**src/rtl/wb_dest_hazard_tracker_pkg.sv**
```systemverilog
// ----------------------------------------------------------------------------
// wb_dest_hazard_tracker_pkg
//   Shared constants for the writeback-destination hazard tracker.
//   - Forwarding select encodings for the EX operand muxes.
//   - Architectural register numbers with special meaning.
//   - Default widths for the stage entry {dest, reg_write, mem_read}.
// ----------------------------------------------------------------------------
package wb_dest_hazard_tracker_pkg;

  localparam int REG_ADDR_W_DEF  = 5;
  localparam int STALL_CNT_W_DEF = 16;

  // Stage entry layout: dest field plus two flag bits (reg_write, mem_read).
  localparam int ENTRY_FLAG_W = 2;

  localparam int FWD_W = 2;
  typedef logic [FWD_W-1:0] fwd_sel_t;

  localparam fwd_sel_t FWD_REGFILE = 2'd0;
  localparam fwd_sel_t FWD_MEM     = 2'd1;
  localparam fwd_sel_t FWD_WB      = 2'd2;

  localparam logic [4:0] REG_ZERO = 5'd0;
  localparam logic [4:0] REG_LINK = 5'd31;

endpackage

```
**src/rtl/wb_dest_hazard_tracker_if.sv**
```systemverilog
// ----------------------------------------------------------------------------
// wb_dest_hazard_tracker_if
//   Bundles the ID-stage hazard inputs and the tracker's results.
//   master : the pipeline control driving ID fields and consuming results
//   slave  : the tracker itself
//   ID side   : id_rs, id_rt, id_uses_rs, id_uses_rt, id_dest,
//               id_reg_write, id_mem_read, flush
//   Results   : stall (comb), fwd_a, fwd_b (registered), ex_dest,
//               mem_dest, wb_dest, wb_reg_write, stall_count
// ----------------------------------------------------------------------------
interface wb_dest_hazard_tracker_if
  import wb_dest_hazard_tracker_pkg::*;
#(
  parameter int REG_ADDR_W  = REG_ADDR_W_DEF,
  parameter int STALL_CNT_W = STALL_CNT_W_DEF
);

  logic [REG_ADDR_W-1:0]  id_rs;
  logic [REG_ADDR_W-1:0]  id_rt;
  logic                   id_uses_rs;
  logic                   id_uses_rt;
  logic [REG_ADDR_W-1:0]  id_dest;
  logic                   id_reg_write;
  logic                   id_mem_read;
  logic                   flush;

  logic                   stall;
  fwd_sel_t               fwd_a;
  fwd_sel_t               fwd_b;
  logic [REG_ADDR_W-1:0]  ex_dest;
  logic [REG_ADDR_W-1:0]  mem_dest;
  logic [REG_ADDR_W-1:0]  wb_dest;
  logic                   wb_reg_write;
  logic [STALL_CNT_W-1:0] stall_count;

  modport master (
    output id_rs, id_rt, id_uses_rs, id_uses_rt, id_dest,
           id_reg_write, id_mem_read, flush,
    input  stall, fwd_a, fwd_b, ex_dest, mem_dest, wb_dest,
           wb_reg_write, stall_count
  );

  modport slave (
    input  id_rs, id_rt, id_uses_rs, id_uses_rt, id_dest,
           id_reg_write, id_mem_read, flush,
    output stall, fwd_a, fwd_b, ex_dest, mem_dest, wb_dest,
           wb_reg_write, stall_count
  );

endinterface

```
**src/rtl/wb_dest_hazard_tracker_hazard_stage_reg.sv**
```systemverilog
// ----------------------------------------------------------------------------
// hazard_stage_reg
//   One pipeline shadow entry {dest, reg_write, mem_read}.
//   Advances every cycle. bubble loads an all-zero entry, which can neither
//   forward nor cause a stall downstream.
// Ports
//   clk, reset          : rising-edge clock, synchronous active-high reset
//   bubble              : load {0,0,0} instead of d_*
//   d_dest/d_reg_write/d_mem_read : next entry
//   q_dest/q_reg_write/q_mem_read : current entry
// ----------------------------------------------------------------------------
module hazard_stage_reg #(
  parameter int REG_ADDR_W = 5
) (
  input  logic                  clk,
  input  logic                  reset,
  input  logic                  bubble,
  input  logic [REG_ADDR_W-1:0] d_dest,
  input  logic                  d_reg_write,
  input  logic                  d_mem_read,
  output logic [REG_ADDR_W-1:0] q_dest,
  output logic                  q_reg_write,
  output logic                  q_mem_read
);

  always_ff @(posedge clk) begin
    if (reset || bubble) begin
      q_dest      <= '0;
      q_reg_write <= 1'b0;
      q_mem_read  <= 1'b0;
    end else begin
      q_dest      <= d_dest;
      q_reg_write <= d_reg_write;
      q_mem_read  <= d_mem_read;
    end
  end

endmodule

```
**src/rtl/wb_dest_hazard_tracker.sv**
```systemverilog
// ----------------------------------------------------------------------------
// wb_dest_hazard_tracker
//   Carries the ID-chosen write destination through EX/MEM/WB shadow stages,
//   detects load-use hazards against the ID source registers, produces the
//   registered EX forwarding selects and presents the WB write port.
// Ports
//   Clk    : system clock, rising edge
//   Reset  : synchronous, active-high; clears all entries, selects, counter
//   bus    : slave side of wb_dest_hazard_tracker_if (ID fields in,
//            stall/fwd/debug/writeback/statistics out)
// ----------------------------------------------------------------------------
module wb_dest_hazard_tracker
  import wb_dest_hazard_tracker_pkg::*;
#(
  parameter int REG_ADDR_W  = REG_ADDR_W_DEF,
  parameter int STALL_CNT_W = STALL_CNT_W_DEF
) (
  input  logic                     Clk,
  input  logic                     Reset,
  wb_dest_hazard_tracker_if.slave  bus
);

  localparam logic [REG_ADDR_W-1:0] ZERO_REG = REG_ADDR_W'(REG_ZERO);

  logic [REG_ADDR_W-1:0] ex_dest_q, mem_dest_q, wb_dest_q;
  logic                  ex_rw_q, mem_rw_q, wb_rw_q;
  logic                  ex_mr_q, mem_mr_q, wb_mr_q;

  logic                  stall_int;
  logic                  bubble;
  fwd_sel_t              fwd_a_d, fwd_b_d;
  fwd_sel_t              fwd_a_q, fwd_b_q;
  logic [STALL_CNT_W-1:0] stall_cnt_q;

  // Older stages only ever need dest/reg_write; their load flag is carried
  // for entry uniformity but has no consumer past EX.
  logic unused_mem_flags;
  assign unused_mem_flags = &{1'b0, mem_mr_q, wb_mr_q};

  // ---------------------------------------------------------------------
  // Shadow stages
  // ---------------------------------------------------------------------
  hazard_stage_reg #(.REG_ADDR_W(REG_ADDR_W)) u_ex (
    .clk         (Clk),
    .reset       (Reset),
    .bubble      (bubble),
    .d_dest      (bus.id_dest),
    .d_reg_write (bus.id_reg_write),
    .d_mem_read  (bus.id_mem_read),
    .q_dest      (ex_dest_q),
    .q_reg_write (ex_rw_q),
    .q_mem_read  (ex_mr_q)
  );

  hazard_stage_reg #(.REG_ADDR_W(REG_ADDR_W)) u_mem (
    .clk         (Clk),
    .reset       (Reset),
    .bubble      (1'b0),
    .d_dest      (ex_dest_q),
    .d_reg_write (ex_rw_q),
    .d_mem_read  (ex_mr_q),
    .q_dest      (mem_dest_q),
    .q_reg_write (mem_rw_q),
    .q_mem_read  (mem_mr_q)
  );

  hazard_stage_reg #(.REG_ADDR_W(REG_ADDR_W)) u_wb (
    .clk         (Clk),
    .reset       (Reset),
    .bubble      (1'b0),
    .d_dest      (mem_dest_q),
    .d_reg_write (mem_rw_q),
    .d_mem_read  (mem_mr_q),
    .q_dest      (wb_dest_q),
    .q_reg_write (wb_rw_q),
    .q_mem_read  (wb_mr_q)
  );

  // ---------------------------------------------------------------------
  // Load-use detection: a load in EX cannot forward its data until MEM,
  // so a dependent ID instruction waits one cycle.
  // ---------------------------------------------------------------------
  always_comb begin
    stall_int = 1'b0;
    if (ex_mr_q && (ex_dest_q != ZERO_REG)) begin
      stall_int = (bus.id_uses_rs && (ex_dest_q == bus.id_rs)) ||
                  (bus.id_uses_rt && (ex_dest_q == bus.id_rt));
    end
  end

  assign bubble = bus.flush | stall_int;

  // ---------------------------------------------------------------------
  // Forward select: evaluated against the pre-edge EX/MEM entries, which
  // become MEM/WB when the ID instruction reaches EX. EX is checked first
  // so the newest producer wins.
  // ---------------------------------------------------------------------
  always_comb begin
    fwd_a_d = FWD_REGFILE;
    fwd_b_d = FWD_REGFILE;

    if (bus.id_uses_rs) begin
      if (ex_rw_q && (ex_dest_q != ZERO_REG) && (ex_dest_q == bus.id_rs))
        fwd_a_d = FWD_MEM;
      else if (mem_rw_q && (mem_dest_q != ZERO_REG) && (mem_dest_q == bus.id_rs))
        fwd_a_d = FWD_WB;
    end

    if (bus.id_uses_rt) begin
      if (ex_rw_q && (ex_dest_q != ZERO_REG) && (ex_dest_q == bus.id_rt))
        fwd_b_d = FWD_MEM;
      else if (mem_rw_q && (mem_dest_q != ZERO_REG) && (mem_dest_q == bus.id_rt))
        fwd_b_d = FWD_WB;
    end

    // A bubble entering EX must not steer the operand muxes.
    if (bubble) begin
      fwd_a_d = FWD_REGFILE;
      fwd_b_d = FWD_REGFILE;
    end
  end

  always_ff @(posedge Clk) begin
    if (Reset) begin
      fwd_a_q <= FWD_REGFILE;
      fwd_b_q <= FWD_REGFILE;
    end else begin
      fwd_a_q <= fwd_a_d;
      fwd_b_q <= fwd_b_d;
    end
  end

  // ---------------------------------------------------------------------
  // Load-use statistics. A flushed ID instruction never really stalled,
  // so it is not counted. Saturates at all-ones.
  // ---------------------------------------------------------------------
  always_ff @(posedge Clk) begin
    if (Reset) begin
      stall_cnt_q <= '0;
    end else if (stall_int && !bus.flush && (stall_cnt_q != '1)) begin
      stall_cnt_q <= stall_cnt_q + 1'b1;
    end
  end

  // ---------------------------------------------------------------------
  // Outputs
  // ---------------------------------------------------------------------
  assign bus.stall        = stall_int;
  assign bus.fwd_a        = fwd_a_q;
  assign bus.fwd_b        = fwd_b_q;
  assign bus.ex_dest      = ex_dest_q;
  assign bus.mem_dest     = mem_dest_q;
  assign bus.wb_dest      = wb_dest_q;
  assign bus.wb_reg_write = wb_rw_q;
  assign bus.stall_count  = stall_cnt_q;

endmodule

```
**src/flat_wrapper.sv**
```systemverilog
// flat-port wrapper written by rule: the top's interface ports become plain ports
module wb_dest_hazard_tracker_flat import wb_dest_hazard_tracker_pkg::*;
#(
  parameter int REG_ADDR_W  = REG_ADDR_W_DEF,
  parameter int STALL_CNT_W = STALL_CNT_W_DEF
)
  (Clk, Reset, bus_id_rs, bus_id_rt, bus_id_uses_rs, bus_id_uses_rt, bus_id_dest, bus_id_reg_write, bus_id_mem_read, bus_flush, bus_stall, bus_fwd_a, bus_fwd_b, bus_ex_dest, bus_mem_dest, bus_wb_dest, bus_wb_reg_write, bus_stall_count);
  wb_dest_hazard_tracker_if #(.REG_ADDR_W(REG_ADDR_W), .STALL_CNT_W(STALL_CNT_W)) bus_i ();
  input  logic Clk;
  input  logic Reset;
  input wire logic [$bits(bus_i.id_rs)-1:0] bus_id_rs;
  input wire logic [$bits(bus_i.id_rt)-1:0] bus_id_rt;
  input wire logic [$bits(bus_i.id_uses_rs)-1:0] bus_id_uses_rs;
  input wire logic [$bits(bus_i.id_uses_rt)-1:0] bus_id_uses_rt;
  input wire logic [$bits(bus_i.id_dest)-1:0] bus_id_dest;
  input wire logic [$bits(bus_i.id_reg_write)-1:0] bus_id_reg_write;
  input wire logic [$bits(bus_i.id_mem_read)-1:0] bus_id_mem_read;
  input wire logic [$bits(bus_i.flush)-1:0] bus_flush;
  output wire logic [$bits(bus_i.stall)-1:0] bus_stall;
  output wire logic [$bits(bus_i.fwd_a)-1:0] bus_fwd_a;
  output wire logic [$bits(bus_i.fwd_b)-1:0] bus_fwd_b;
  output wire logic [$bits(bus_i.ex_dest)-1:0] bus_ex_dest;
  output wire logic [$bits(bus_i.mem_dest)-1:0] bus_mem_dest;
  output wire logic [$bits(bus_i.wb_dest)-1:0] bus_wb_dest;
  output wire logic [$bits(bus_i.wb_reg_write)-1:0] bus_wb_reg_write;
  output wire logic [$bits(bus_i.stall_count)-1:0] bus_stall_count;
  assign bus_i.id_rs = bus_id_rs;
  assign bus_i.id_rt = bus_id_rt;
  assign bus_i.id_uses_rs = bus_id_uses_rs;
  assign bus_i.id_uses_rt = bus_id_uses_rt;
  assign bus_i.id_dest = bus_id_dest;
  assign bus_i.id_reg_write = bus_id_reg_write;
  assign bus_i.id_mem_read = bus_id_mem_read;
  assign bus_i.flush = bus_flush;
  assign bus_stall = bus_i.stall;
  assign bus_fwd_a = bus_i.fwd_a;
  assign bus_fwd_b = bus_i.fwd_b;
  assign bus_ex_dest = bus_i.ex_dest;
  assign bus_mem_dest = bus_i.mem_dest;
  assign bus_wb_dest = bus_i.wb_dest;
  assign bus_wb_reg_write = bus_i.wb_reg_write;
  assign bus_stall_count = bus_i.stall_count;
  wb_dest_hazard_tracker #(.REG_ADDR_W(REG_ADDR_W), .STALL_CNT_W(STALL_CNT_W)) u_core (.Clk(Clk), .Reset(Reset), .bus(bus_i));
endmodule
```
**config.mk**
```make
export PLATFORM = sky130hd
export DESIGN_NAME = wb_dest_hazard_tracker_flat
export DESIGN_NICKNAME = d
export VERILOG_FILES = /design/src/rtl/wb_dest_hazard_tracker_pkg.sv /design/src/rtl/wb_dest_hazard_tracker_if.sv /design/src/rtl/wb_dest_hazard_tracker_hazard_stage_reg.sv /design/src/rtl/wb_dest_hazard_tracker.sv /design/src/flat_wrapper.sv
export SDC_FILE = /design/constraint.sdc
export NUM_CORES = 1
export LEC_CHECK = 0
export ABC_AREA = 1
export BUFFER_PORTS_ARGS = -buffer_cell sky130_fd_sc_hd__buf_4
export CAP_MARGIN = 10
export CORE_MARGIN = 4
export CORE_UTILIZATION = 40
export CTS_BUF_LIST = sky130_fd_sc_hd__clkbuf_8
export DETAILED_ROUTE_END_ITERATION = 8
export HOLD_SLACK_MARGIN = 0.02
export PLACE_DENSITY = 0.72
export REMOVE_ABC_BUFFERS = 1
export SETUP_SLACK_MARGIN = 0.15
export SKIP_CTS_REPAIR_TIMING = 1
export SYNTH_ARGS = -nofsm -noshare
export SYNTH_HDL_FRONTEND = slang
export SYNTH_SLANG_ARGS = --single-unit
```
**constraint.sdc**
```tcl
create_clock -name Clk -period 2.3 [get_ports Clk]
set_clock_uncertainty 0.15 [all_clocks]
set_input_delay 0.345 -clock Clk [delete_from_list [all_inputs] [get_ports Clk]]
set_output_delay 0.345 -clock Clk [all_outputs]
set_load 0.02 [all_outputs]
```
==> flow_metrics.py, run 1 <==
metrics = {
    "route": {
        "drtAntennaViolNets": 0,
        "wl_per_cell_um": 11.30,
        "drt_iter0_drc": 102,
        "drcViolationCount": 0,
        "first_pass_iters": 4,
        "vias": 2012,
        "wirelength_mm": 5.006,
        "vias_per_cell": 4.542,
    },
    "worst_setup_path": {
        "start_kind": "flip-flop",
        "worstPathArrival_ps": 1560,
        "worstReg2RegStart": "u_core.u_ex.q_dest[3]",
        "setup.worst_path.class": "flip-flop to primary output",
        "crit_path_start": "u_core.u_ex.q_dest[3]",
        "path_max_fanout": 5,
        "cp-end-kind": "primary output",
        "worst_ep_required_time_ps": 1800,
    },
    "place": {
        "placed_cells": 432,
        "dp_slack_ps": 316.2,
        "portBuffers": 58,
        "place_congestion": 0.8981,
        "hpwl_mm": 3.815,
    },
    "floorplan": {
        "die_x_um": 80.08,
        "top_level_ports": 59,
        "initial_core_util_pct": 42.59,
        "chipHeight_um": 80.08,
        "fp-row-count": 25,
        "die_area_mm2": 0.006413,
        "core_area_mm2": 0.004880,
    },
    "cts": {
        "cts_tree": "yes",
        "path_clk_slew_ps": 80,
        "worstSkewPairLatency_ps": 290,
        "clock-sinks": 39,
        "clk_path_buf_depth": 2,
        "htreeDepth": 2,
        "root_buffer": "clkbuf_8",
        "numCtsBuffers": 5,
    },
    "sta": {
        "fin_setup_tns_ps": 0,
        "whs_ps": 115.1,
        "fin_ws_ps": 241.8,
        "fin_crit_ps": 2058,
        "setup_viol_count_final": 0,
        "rsz0062_at_grt": "no",
        "min_period_over_period_pct": 89.49,
        "max_freq_mhz": 485.9,
        "tightest_slew_ps": 513.1,
        "drv_slew": 0,
        "hold_violations": 0,
        "slew_headroom_pct": 65.75,
    },
    "min_path": {
        "hp-class": "primary input to flip-flop",
        "min_from": "bus_id_dest[2]",
    },
    "global_routing": {
        "grt_util_all_layers_pct": 16.53,
        "met1_usage_pct": 21.89,
        "antenna_found_initial": 0,
        "grt_pass1_vias": 1873,
        "globalRouteOverflowTotal": 0,
        "gr-usage-met3_pct": 3.363,
        "grt_use_met2_pct": 25.99,
        "grt_pass1_wl_mm": 8.335,
        "grt_max_degree": 17,
        "grt.busiest_layer": "met2",
    },
    "logic_synthesis": {
        "syn_inst": 310,
        "yosysSeqAreaShare_pct": 37.57,
        "yosys_warnings": 0,
        "synthFlopType": "dfxtp_1",
        "netlist_area_mm2": 0.002078,
        "ys_ff_latch": 39,
        "async_flop_share_pct": 0,
        "ys_types": 28,
        "syn_area_per_cell_um2": 6.704,
        "synth_enable_flop_cells": 0,
    },
    "finish": {
        "antenna_cells": 0,
        "final_common_cell": "inv_1",
        "layout.cells.non_filler": 443,
        "synthToLayoutAreaGrowth_pct": 29.80,
        "drive_gt1_share_pct": 25.53,
        "final_util_pct": 55.28,
        "mostFrequentLayoutCells": "inv_1 (66), nand2_1 (64), buf_4 (63)",
        "final_net_count": 398,
    },
    "power_and_ir_drop": {
        "vdd_drop_max_mv": 0.3189,
        "powerDensity_mw_per_mm2": 501.1,
        "p_leak_nw": 1.405,
    },
    "status": {
        "status": "completed",
    },
    "flow_run": {
        "maxCapViolations": 0,
    },
}
==> synthesized netlist by cell type (2+ instances only) <==
cell,number,area share [%]
inv_1,67,12
nand2_1,64,12
nor2_1,60,11
dfxtp_1,39,38
nand4_1,14,4.2
o21ai_0,12,2.9
nand3_1,9,2.2
xnor2_1,5,2.1
xor2_1,5,2.1
inv_2,4,0.72
nor2_2,4,1.2
nand4_2,3,1.8
nor3_1,3,0.72
o21ai_1,3,0.72
buf_6,2,1.1
nand3_2,2,0.96
nand4_4,2,2.0
nor4_1,2,0.60
==> layer usage <==
| layer | part of all wire [%] | vias to the layer above |
|---|---|---|
| met4 | 1.6 | 0 |
| met5 | 0 | - |
| met1 | 49 | 905 |
| met3 | 4.4 | 6 |
| li1 | - | 1064 |
| met2 | 45 | 37 |
==> worst paths after layout <==
path / endpoint / slack [ps] / cells after the start
worst max-delay path: bus_stall / 240 / 9
worst min-delay path: u_core.u_ex.q_dest[2] / 120 / 3
worst max register to register: u_core.bus.stall_count[5] / 420 / 11
worst min register to register: u_core.u_mem.q_reg_write / 280 / 2
==> report_power, final <==
group | total (mW) | internal, mW | switching [mW]
Sequential | 0.693 | 0.683 | 0.00998
Clock | 0.515 | 0.273 | 0.242
Combinational | 0.144 | 0.0632 | 0.0804
Total | 1.35 | 1.02 | 0.332
==> area by class of cell <==
cell class	instances	area, um^2
flip-flops and latches	39	792.0
inverters	71	266.5
fillers	490	2182
clock buffers	7	96.34
repair buffers	63	473.0
clock inverters	1	7.507
multi-input cells	195	978.4
well taps	67	83.83
==> cells by family (layout without fill, tap and decap cells) <==
| logic type | count (synthesis) | in the layout | synth area share, % |
|---|---|---|---|
| XOR/XNOR | 10 | 10 | 4.214 |
| AND/OR/NAND/NOR | 167 | 167 | 37.63 |
| adder cells (fa/ha/maj) | 1 | 1 | 0.6020 |
| buffers and inverters | 76 | 142 | 15.71 |
| flip-flops | 39 | 39 | 37.57 |
| AO/OA/AOI/OAI | 17 | 17 | 4.275 |
==> worst max-delay path, cell delays in order, from the launching register on <==
cell     delay (ps)
dfxtp_4         390
inv_2            40
nand2_1          50
nand2_1          80
nor2_2          130
nand4_1         160
nand2_4         140
nand2_1          80
inv_1            70
buf_4           130
==> registers in the layout, indices dropped and copies added, names as in the netlist <==
| register | flops |
|---|---|
| u_core.u_ex.q_mem_read | 1 |
| u_core.u_mem.q_dest | 5 |
| u_core.bus.stall_count | 16 |
| u_core.bus.fwd_b | 2 |
| u_core.u_ex.q_reg_write | 1 |
| u_core.u_wb.q_dest | 5 |
| u_core.u_ex.q_dest | 5 |
| u_core.u_mem.q_reg_write | 1 |
| u_core.bus.fwd_a | 2 |
| u_core.u_wb.q_reg_write | 1 |
==> stage by stage <==
step | power [mW] | instance area [um^2]
3_5_place_dp | 0.8488 | 2552
3_3_place_gp | 0.8471 | 2552
5_1_grt | 1.421 | 2698
4_1_cts | 1.362 | 2656
2_1_floorplan | 0.7798 | 2018
6_report | 1.352 | 2698
Note: power is estimated with default switching activity, not from simulation.
==> run 2, diff against run 1 <==
CORE_ASPECT_RATIO = 0.8   (was default)
CTS_CLUSTER_SIZE = 10   (was default)
==> flow_metrics.py, run 2 (synthesized netlist as in run 1, its figures left out) <==
metrics = {
    "sta": {
        "fin_crit_ps": 2029,
        "fin_ws_ps": 271.0,
        "tightest_slew_ps": 483.0,
        "setup_viol_count_final": 0,
        "max_freq_mhz": 492.9,
        "drv_slew": 0,
        "min_period_over_period_pct": 88.22,
        "whs_ps": 105.1,
        "rsz0062_at_grt": "no",
        "slew_headroom_pct": 67.76,
        "hold_violations": 0,
        "fin_setup_tns_ps": 0,
    },
    "floorplan": {
        "die_area_mm2": 0.006420,
        "fp-row-count": 23,
        "core_area_mm2": 0.005007,
        "initial_core_util_pct": 41.50,
        "die_x_um": 88.59,
        "top_level_ports": 59,
        "chipHeight_um": 72.47,
    },
    "place": {
        "place_congestion": 0.8897,
        "portBuffers": 58,
        "dp_slack_ps": 448.7,
        "hpwl_mm": 4.023,
    },
    "cts": {
        "worstSkewPairLatency_ps": 300,
        "cts_tree": "yes",
        "numCtsBuffers": 5,
        "clock-sinks": 39,
        "root_buffer": "clkbuf_8",
        "clk_path_buf_depth": 2,
        "path_clk_slew_ps": 70,
        "htreeDepth": 2,
    },
    "min_path": {
        "hp-class": "primary input to flip-flop",
    },
    "worst_setup_path": {
        "path_max_fanout": 4,
        "setup.worst_path.class": "flip-flop to primary output",
        "cp-end-kind": "primary output",
        "start_kind": "flip-flop",
        "worst_ep_required_time_ps": 1800,
        "worstPathArrival_ps": 1530,
    },
    "power_and_ir_drop": {
        "p_leak_nw": 1.419,
        "total_power_mw": 1.418,
        "vdd_drop_max_mv": 0.5563,
        "powerDensity_mw_per_mm2": 524.3,
    },
    "global_routing": {
        "grt_util_all_layers_pct": 16.75,
        "grt_pass1_vias": 1761,
        "globalRouteOverflowTotal": 0,
        "grt_pass1_wl_mm": 8.335,
        "antenna_found_initial": 0,
        "grt_max_degree": 17,
    },
    "finish": {
        "final_common_cell": "inv_1",
        "mostFrequentLayoutCells": "inv_1 (67), nand2_1 (63), buf_4 (63)",
        "drive_gt1_share_pct": 25.20,
        "antenna_cells": 0,
        "synthToLayoutAreaGrowth_pct": 30.10,
        "final_util_pct": 54.00,
        "largest_reg_flops": 16,
        "final_net_count": 399,
    },
    "route": {
        "drtAntennaViolNets": 0,
        "vias": 1999,
        "drt_iter0_drc": 89,
        "wl_per_cell_um": 11.69,
        "wirelength_mm": 5.133,
        "vias_per_cell": 4.554,
        "drcViolationCount": 0,
        "first_pass_iters": 4,
    },
    "flow_run": {
        "maxCapViolations": 0,
    },
    "status": {
        "status": "completed",
    },
}
[run 2: area by class of cell]
class | count | area, um^2
Clock inverter | 3 | 43.79
Multi-Input combinational cell | 195 | 978.4
Tap cell | 62 | 77.57
Sequential cell | 39 | 784.5
Inverter | 71 | 266.5
Timing Repair Buffer | 64 | 484.2
Fill cell | 491 | 2303
Clock buffer | 5 | 68.82
[run 2: metrics by stage]
step                cell area [um^2]  std cells
floorplan                       2018        305
global placement                2554        428
detailed placement              2554        428
CTS                             2666        436
global route                    2704        439
finish                          2704        439
[run 2: worst paths after layout]
kind | to | from | slack (ps) | cells after the start
max | bus_stall | u_core.u_ex.q_dest[1] | 270 | 9
min | u_core.u_ex.q_dest[3] | bus_id_dest[3] | 110 | 3
max reg2reg | u_core.bus.stall_count[8] | u_core.u_ex.q_dest[1] | 450 | 11
min reg2reg | u_core.u_wb.q_reg_write | u_core.u_mem.q_reg_write | 280 | 2
[run 2: per-layer routing]
layer  vias up  wire length [um]  global-route usage (%)
li1       1074                 -                       -
met1       869              2485                   23.11
met2        51              2273                   24.90
met3         5               312                   5.335
met4         0                61                   5.201
met5         -                 0                       0
[run 2: critical path, stage by stage, from the launching register on]
cell and delay (ps):
dfxtp_1 420, inv_2 70, nand2_1 60, nand2_1 50, nor2_1 140, nand4_1 120, nand2_2 130, nand2_2 70
inv_1 60, buf_4 130
[run 2: power breakdown]
part / total [mW] / internal (mW) / switching, mW
sequential: 0.695 / 0.685 / 0.00999
combinational: 0.143 / 0.0641 / 0.0791
clock: 0.580 / 0.323 / 0.257
